## src/rtl/nrz_symbol_mapper_if.sv

```systemverilog
// Byte-stream handshake into the NRZ symbol mapper.
// The packet source is the master and the mapper is the slave.
interface nrz_symbol_mapper_if;
  logic [7:0] data_in;
  logic       data_valid;
  logic       data_ready;

  modport master (output data_in, output data_valid, input data_ready);
  modport slave  (input data_in, input data_valid, output data_ready);
endinterface

```

## src/rtl/nrz_symbol_mapper.sv

```systemverilog
// Serializes bytes MSB-first into signed two-level NRZ samples (+LEVEL/-LEVEL).
// Each symbol is held for SPS sample ticks.
module nrz_symbol_mapper #(
  parameter int WIDTH = 16,
  parameter int LEVEL = 8192,
  parameter int SPS   = 4
) (
  input  logic                    clk,
  input  logic                    rst_n,
  input  logic                    i_sample_en,
  nrz_symbol_mapper_if.slave      byte_bus,
  output logic signed [WIDTH-1:0] o_sample_out,
  output logic                    o_sample_valid,
  output logic                    o_busy
);

  typedef enum logic {IDLE, SEND} state_t;

  localparam int CW = (SPS > 1) ? $clog2(SPS) : 1;
  localparam logic [CW-1:0]          LAST_SAMP = CW'(SPS - 1);
  localparam logic signed [WIDTH-1:0] POS      = WIDTH'(LEVEL);
  localparam logic signed [WIDTH-1:0] NEG      = -POS;

  state_t                   r_state;
  logic [7:0]               r_hold;
  logic                     r_hold_full;
  logic [7:0]               r_shift;
  logic [2:0]               r_bit_cnt;
  logic [CW-1:0]            r_samp_cnt;
  logic signed [WIDTH-1:0]  r_sample_out;
  logic                     r_sample_valid;
  logic                     w_accept;

  assign w_accept            = byte_bus.data_valid && !r_hold_full;
  assign byte_bus.data_ready = !r_hold_full;
  assign o_busy              = r_hold_full || (r_state == SEND);
  assign o_sample_out        = r_sample_out;
  assign o_sample_valid      = r_sample_valid;

  // Accept and load test mutually exclusive hold_full values, so they never collide.
  always_ff @(posedge clk or negedge rst_n) begin
    if (!rst_n) begin
      r_state        <= IDLE;
      r_hold         <= 8'd0;
      r_hold_full    <= 1'b0;
      r_shift        <= 8'd0;
      r_bit_cnt      <= 3'd0;
      r_samp_cnt     <= '0;
      r_sample_out   <= '0;
      r_sample_valid <= 1'b0;
    end else begin
      r_sample_valid <= 1'b0;
      if (w_accept) begin
        r_hold      <= byte_bus.data_in;
        r_hold_full <= 1'b1;
      end
      if (i_sample_en) begin
        r_sample_valid <= 1'b1;
        case (r_state)
          SEND: begin
            r_sample_out <= r_shift[7] ? POS : NEG;
            if (r_samp_cnt == LAST_SAMP) begin
              r_samp_cnt <= '0;
              r_shift    <= {r_shift[6:0], 1'b0};
              r_bit_cnt  <= r_bit_cnt + 3'd1;
              if (r_bit_cnt == 3'd7)
                r_state <= IDLE;
            end else begin
              r_samp_cnt <= r_samp_cnt + CW'(1);
            end
          end
          default: begin
            if (r_hold_full) begin
              r_hold_full  <= 1'b0;
              r_sample_out <= r_hold[7] ? POS : NEG;
              r_state      <= SEND;
              // With one sample per symbol, bit 7 is already complete on this tick.
              if (SPS == 1) begin
                r_shift    <= {r_hold[6:0], 1'b0};
                r_bit_cnt  <= 3'd1;
                r_samp_cnt <= '0;
              end else begin
                r_shift    <= r_hold;
                r_bit_cnt  <= 3'd0;
                r_samp_cnt <= CW'(1);
              end
            end else begin
              r_sample_out <= '0;
            end
          end
        endcase
      end
    end
  end

endmodule

```

## src/flat_wrapper.sv

```systemverilog
// flat-port wrapper written by rule: the top's interface ports become plain ports
module nrz_symbol_mapper_flat 
#(
  parameter int WIDTH = 16,
  parameter int LEVEL = 8192,
  parameter int SPS   = 4
)
  (clk, rst_n, i_sample_en, o_sample_out, o_sample_valid, o_busy, byte_bus_data_in, byte_bus_data_valid, byte_bus_data_ready);
  nrz_symbol_mapper_if byte_bus_i ();
  input  logic clk;
  input  logic rst_n;
  input  logic i_sample_en;
  output logic signed [WIDTH-1:0] o_sample_out;
  output logic o_sample_valid;
  output logic o_busy;
  input wire logic [$bits(byte_bus_i.data_in)-1:0] byte_bus_data_in;
  input wire logic [$bits(byte_bus_i.data_valid)-1:0] byte_bus_data_valid;
  output wire logic [$bits(byte_bus_i.data_ready)-1:0] byte_bus_data_ready;
  assign byte_bus_i.data_in = byte_bus_data_in;
  assign byte_bus_i.data_valid = byte_bus_data_valid;
  assign byte_bus_data_ready = byte_bus_i.data_ready;
  nrz_symbol_mapper #(.WIDTH(WIDTH), .LEVEL(LEVEL), .SPS(SPS)) u_core (.clk(clk), .rst_n(rst_n), .i_sample_en(i_sample_en), .byte_bus(byte_bus_i), .o_sample_out(o_sample_out), .o_sample_valid(o_sample_valid), .o_busy(o_busy));
endmodule
```

## config.mk

```make
export PLATFORM = sky130hd
export DESIGN_NAME = nrz_symbol_mapper_flat
export DESIGN_NICKNAME = d
export VERILOG_FILES = /design/src/rtl/nrz_symbol_mapper_if.sv /design/src/rtl/nrz_symbol_mapper.sv /design/src/flat_wrapper.sv
export SDC_FILE = /design/constraint.sdc
export NUM_CORES = 1
export LEC_CHECK = 0
export ABC_AREA = 0
export CAP_MARGIN = 0
export CORE_ASPECT_RATIO = 0.7
export CORE_MARGIN = 2
export CORE_UTILIZATION = 40
export CTS_CLUSTER_SIZE = 10
export DETAILED_ROUTE_END_ITERATION = 10
export PLACE_DENSITY_LB_ADDON = 0.1
export SETUP_SLACK_MARGIN = 0.1
export SLEW_MARGIN = 20
export SYNTH_ARGS = -nofsm -noshare
export SYNTH_HDL_FRONTEND = slang
export SYNTH_SLANG_ARGS = --single-unit
```

## constraint.sdc

```tcl
create_clock -name clk -period 1.8 [get_ports clk]
set_input_delay 0.54 -clock clk [delete_from_list [all_inputs] [get_ports clk]]
set_output_delay 0.54 -clock clk [all_outputs]
set_load 0.01 [all_outputs]
```

# Yosys cells after proc, flatten, opt, wreduce, memory -nomap -nowiden
# Cells that the tools add are included.
# totals
word_cells	41
ff_bits	40
inputBits	12
# op_classes
addsub	2
eq_ne	3
muxes	22
n_reduce_logical	6
# op_table
cell	n
$mux 16	4
$mux 8	3
$mux 1	9
$mux 3	3
$mux 2	3
$add 3x1->3 const B	1
$eq 3x3->1 const B	1
$reduce_and 3->1	1
$add 2x1->2 const B	1
$eq 2x2->1 const B	1
$ne 2x2->1 const B	1
$reduce_and 2->1	1
$reduce_bool 2->1	1
$logic_and 1x1->1	1
$logic_not 1->1	1
$logic_or 1x1->1	1

# Logic depth before layout (Yosys ltp)
# logic_depth
ltp_word	6
mapped_depth	5

# Worst setup path after synthesis
# Ideal clock, no wire load.
# synth_timing
path_type	register to register
startpoint	register u_core.r_samp_cnt[0]
endpoint	register u_core.r_bit_cnt[0]
path_slack_ns	0.385
stages_incl_launch_ff	5
arrival_ns	1.290
setup_time_ns	0.125
path_cell_list	dfrtp_1 > ha_1 > mux2_4 > nand2_2 > mux2_4
# synth_between
elab_chain_len	3
# synth_rtl
element	line	rtl
start: declaration	nrz_symbol_mapper.sv:29	logic [CW-1:0] r_samp_cnt;
start signal: assignment	nrz_symbol_mapper.sv:69	r_samp_cnt <= r_samp_cnt + CW'(1);
$eq 2x2->1	nrz_symbol_mapper.sv:62	if (r_samp_cnt == LAST_SAMP) begin
$ne 2x2->1 (no source line)	--	
$reduce_and 3->1 (no source line)	--	
end signal: assignment	nrz_symbol_mapper.sv:65	r_bit_cnt <= r_bit_cnt + 3'd1;
end: declaration	nrz_symbol_mapper.sv:28	logic [2:0] r_bit_cnt;
# No other way between the ends.
# A chain may end at the register's enable or synchronous reset.

# Final worst setup path
# layout_timing
startpoint	register u_core.r_hold_full
endpoint	output port byte_bus_data_ready
# layout_between
elab_chain_len	1
# layout_rtl
element	line	rtl
start: declaration	nrz_symbol_mapper.sv:26	logic r_hold_full;
start signal: assignment	nrz_symbol_mapper.sv:45	r_hold_full <= 1'b0;
start signal: assignment	nrz_symbol_mapper.sv:55	r_hold_full <= 1'b1;
start signal: assignment	nrz_symbol_mapper.sv:74	r_hold_full <= 1'b0;
$logic_not 1->1	nrz_symbol_mapper.sv:35	assign byte_bus.data_ready = !r_hold_full;
end: declaration	flat_wrapper.sv:18	output wire logic [$bits(byte_bus_i.data_ready)-1:0] byte_bus_data_ready;
# No other way between the ends.

==> flow_summary.json <==
{
  "grt_pass1_vias": 825,
  "fp.dieArea_sq_um": 3700,
  "cts_max_level": 1,
  "cts.clk_slew.worst_paths_ns": 0.08,
  "wl_met1_mm": 1.20,
  "critPathMaxFanout": 3,
  "worstSetupPathDepth": 3,
  "synth_area_leaders": "dfrtp_1 (50%), buf_4 (8.1%), mux2_1 (7.0%)",
  "pin_count": 31,
  "worstPathArrival_ns": 1.14,
  "hold_violations": 0,
  "synth.cell_area_sq_um": 1290,
  "grt_overflow": 0,
  "drtIter0Drc": 21,
  "dieWidth_um": 71.9,
  "highest_layer": "met4",
  "min_path_type": "reg -> reg",
  "synth_cell_types": 31,
  "synth.top_cell.area_share_pct": 50.4,
  "drc": 0,
  "syn_to_final_growth_pct": 20.4,
  "hold_end": "u_core.r_hold[2]",
  "min_period_ns": 1.68,
  "clock.fmax_mhz": 594,
  "synth_top_family_by_area": "multiplexers",
  "regToRegSetupSlack_ns": 0.21,
  "critPathRequiredTime_ns": 1.26,
  "synth_area_per_cell_sq_um": 11.6,
  "cpPeakStageDelay_ns": 0.40,
  "post-route-period-util_pct": 93.6,
  "port_buffers": 17,
  "rsz0062_at_grt": "true",
  "postRouteAntennaNets": 0,
  "ys_seq_area_share_pct": 50.4,
  "grt_use_total_pct": 14.0,
  "finalSetupViolations": 0,
  "vias": 839,
  "wl_met3_um": 133,
  "ir_worst_vdd_mv": 0.563,
  "layout.nets": 152,
  "diodes": 0,
  "crit_type": "reg -> out",
  "holdPathStages": 1,
  "vias_per_cell": 4.82,
  "muxShareOfSynthArea_pct": 14.7,
  "crit_family": "buffers and inverters",
  "dp_cells": 165,
  "clk_path_buf_depth": 2,
  "outcome": "finished, final reports clean",
  "synth-adder-area-share_pct": 2.91,
  "synth_ff_type": "dfrtp_1",
  "die_y_um": 51.5,
  "gp_congestion": 0.677,
  "synth-xor-area-share_pct": 0,
  "dp_hpwl_mm": 1.56,
  "yosysWarnings": 0,
  "async_flop_share_pct": 100,
  "cp-end-kind": "output pin",
  "antenna_found_initial": 0,
  "cp-start-kind": "flop",
  "clk_latency_ns": 0.27,
  "synth_cells": 111,
  "fp-row-count": 17,
  "final.setup.worst_slack_ns": 0.115,
  "maxSlewViolCount": 0,
  "cts_inserted_buffers": 3,
  "routedWlPerCell_um": 13.1,
  "cts_tree": "yes",
  "p_per_area_nw_per_um2": 1390,
  "wl_met2_um": 939,
  "p_leak_nw": 0.788,
  "timing.critical_path.buf_inv": 3,
  "timing.rr.start": "u_core.r_hold_full",
  "r2r_end": "u_core.r_bit_cnt[0]",
  "synth_most_common_cell": "dfrtp_1",
  "dr.pass1.iters": 4,
  "fin_skew_ns": 0.00747,
  "cts_root_buf": "clkbuf_8",
  "clock-sinks": 26,
  "worstHoldStart": "u_core.r_hold[2]",
  "coreArea_sq_um": 3110,
  "rr_worst_depth": 6,
  "synth_simple_gate_area_share_pct": 5.33,
  "synth-compound-area-share_pct": 13.4,
  "yosys.area.top_type": "dfrtp_1",
  "synth_seq_cells": 26,
  "post-place-ws_ns": -0.0277,
  "synth-edff-count": 0,
  "fin_cells": 174,
  "ys_top_cells_by_count": "dfrtp_1 (26), buf_4 (14), a21oi_1 (9)",
  "layout-drive-gt1-share_pct": 14.7,
  "grt_first_pass_wirelength_mm": 3.89,
  "fillers": 296,
  "finalPower_mw": 2.15,
  "drv_cap": 0,
  "wl_mm": 2.29,
  "grt_max_degree": 27,
  "initial_core_util_pct": 41.5,
  "critPathSlowestCell": "dfrtp_1",
  "path_cells": "buf_4 > inv_1 > clkdlybuf4s15_1"
}
[cell type report]
type / instances / area, sq um / area share [%]
repair buffers: 30 / 267 / 17.2
well taps: 38 / 47.5 / 3.06
flip-flops and latches: 26 / 651 / 41.9
multi-input cells: 72 / 518 / 33.4
clock buffers: 4 / 55.1 / 3.55
inverters: 4 / 15.0 / 0.967
[how the worst max path moves through the flow]
stage | from | to | slack (ns)
after floorplan | u_core.r_samp_cnt[0] | u_core.r_bit_cnt[0] | 0.38
final | u_core.r_hold_full | byte_bus_data_ready | 0.12
after global routing | u_core.r_hold_full | byte_bus_data_ready | 0.06
after global placement | byte_bus_data_valid | u_core.r_hold[3] | 0.01
after CTS | u_core.r_hold_full | o_busy | 0.03
after detailed placement | byte_bus_data_valid | u_core.r_hold[6] | -0.03
[layer usage]
layer / global-route usage [%] / vias to the layer above
met4: 2.83 / 0
met3: 4.65 / 2
met1: 18.7 / 393
met2: 22.5 / 28
met5: 0 / -
li1: - / 416
[where the power goes]
| part | leakage [nW] | internal [mW] | switching, mW |
|---|---|---|---|
| Clock | 0.0288 | 0.195 | 0.181 |
| Sequential | 0.297 | 0.832 | 0.147 |
| Combinational | 0.462 | 0.443 | 0.356 |
| Total | 0.788 | 1.47 | 0.684 |
[through the flow]
stage	hold WS [ns]	instance area, sq um	utilization, %	TNS, ns
floorplan	0.244	1340	-	0
global placement	0.464	1460	47.1	0
detailed placement	0.475	1460	47.1	-0.0522
CTS	0.497	1530	49.1	0
global route	0.514	1550	50.0	0
finish	0.489	1550	50.0	0
[layout by cell type (no fill, tap or decap), types with 2 or more instances in the layout]
cell type and n:
conb_1 13, mux2_4 2, a21o_1 2, clkbuf_8 4, mux2_1 8, o21ai_0 2
mux2i_1 7, nand2_1 3, dlygate4sd2_1 3, clkdlybuf4s50_1 11, clkdlybuf4s15_1 2, dfrtp_1 26
buf_4 13, a31oi_1 7, inv_1 4, a21oi_1 9, and4_1 2, ha_1 3
[sequential cells by signal (all words and copies together), names as in the netlist]
register,flops
u_core.r_samp_cnt,2
u_core.r_hold,8
u_core.r_shift,8
u_core.r_bit_cnt,3
u_core.r_hold_full,1
u_core.o_sample_valid,1
u_core.r_state,1
u_core.o_sample_out,2
[kinds of logic (layout without fill, tap and decap cells)]
group                    count (synthesis)  count (layout)
multiplexers                            17              17
other                                    1              13
adder cells (fa/ha/maj)                  3               3
AND/OR/NAND/NOR                         12              12
flip-flops                              26              26
buffers and inverters                   25              38
AO/OA/AOI/OAI                           27              27
[repair_timing]
item                       CTS  global route
cloned                       0             0
resized for setup            5             3
buffers inserted             2             3
hold buffers                 0             0
setup endpoints to repair    5             2
No activity file was read; power rests on OpenSTA's default activity.
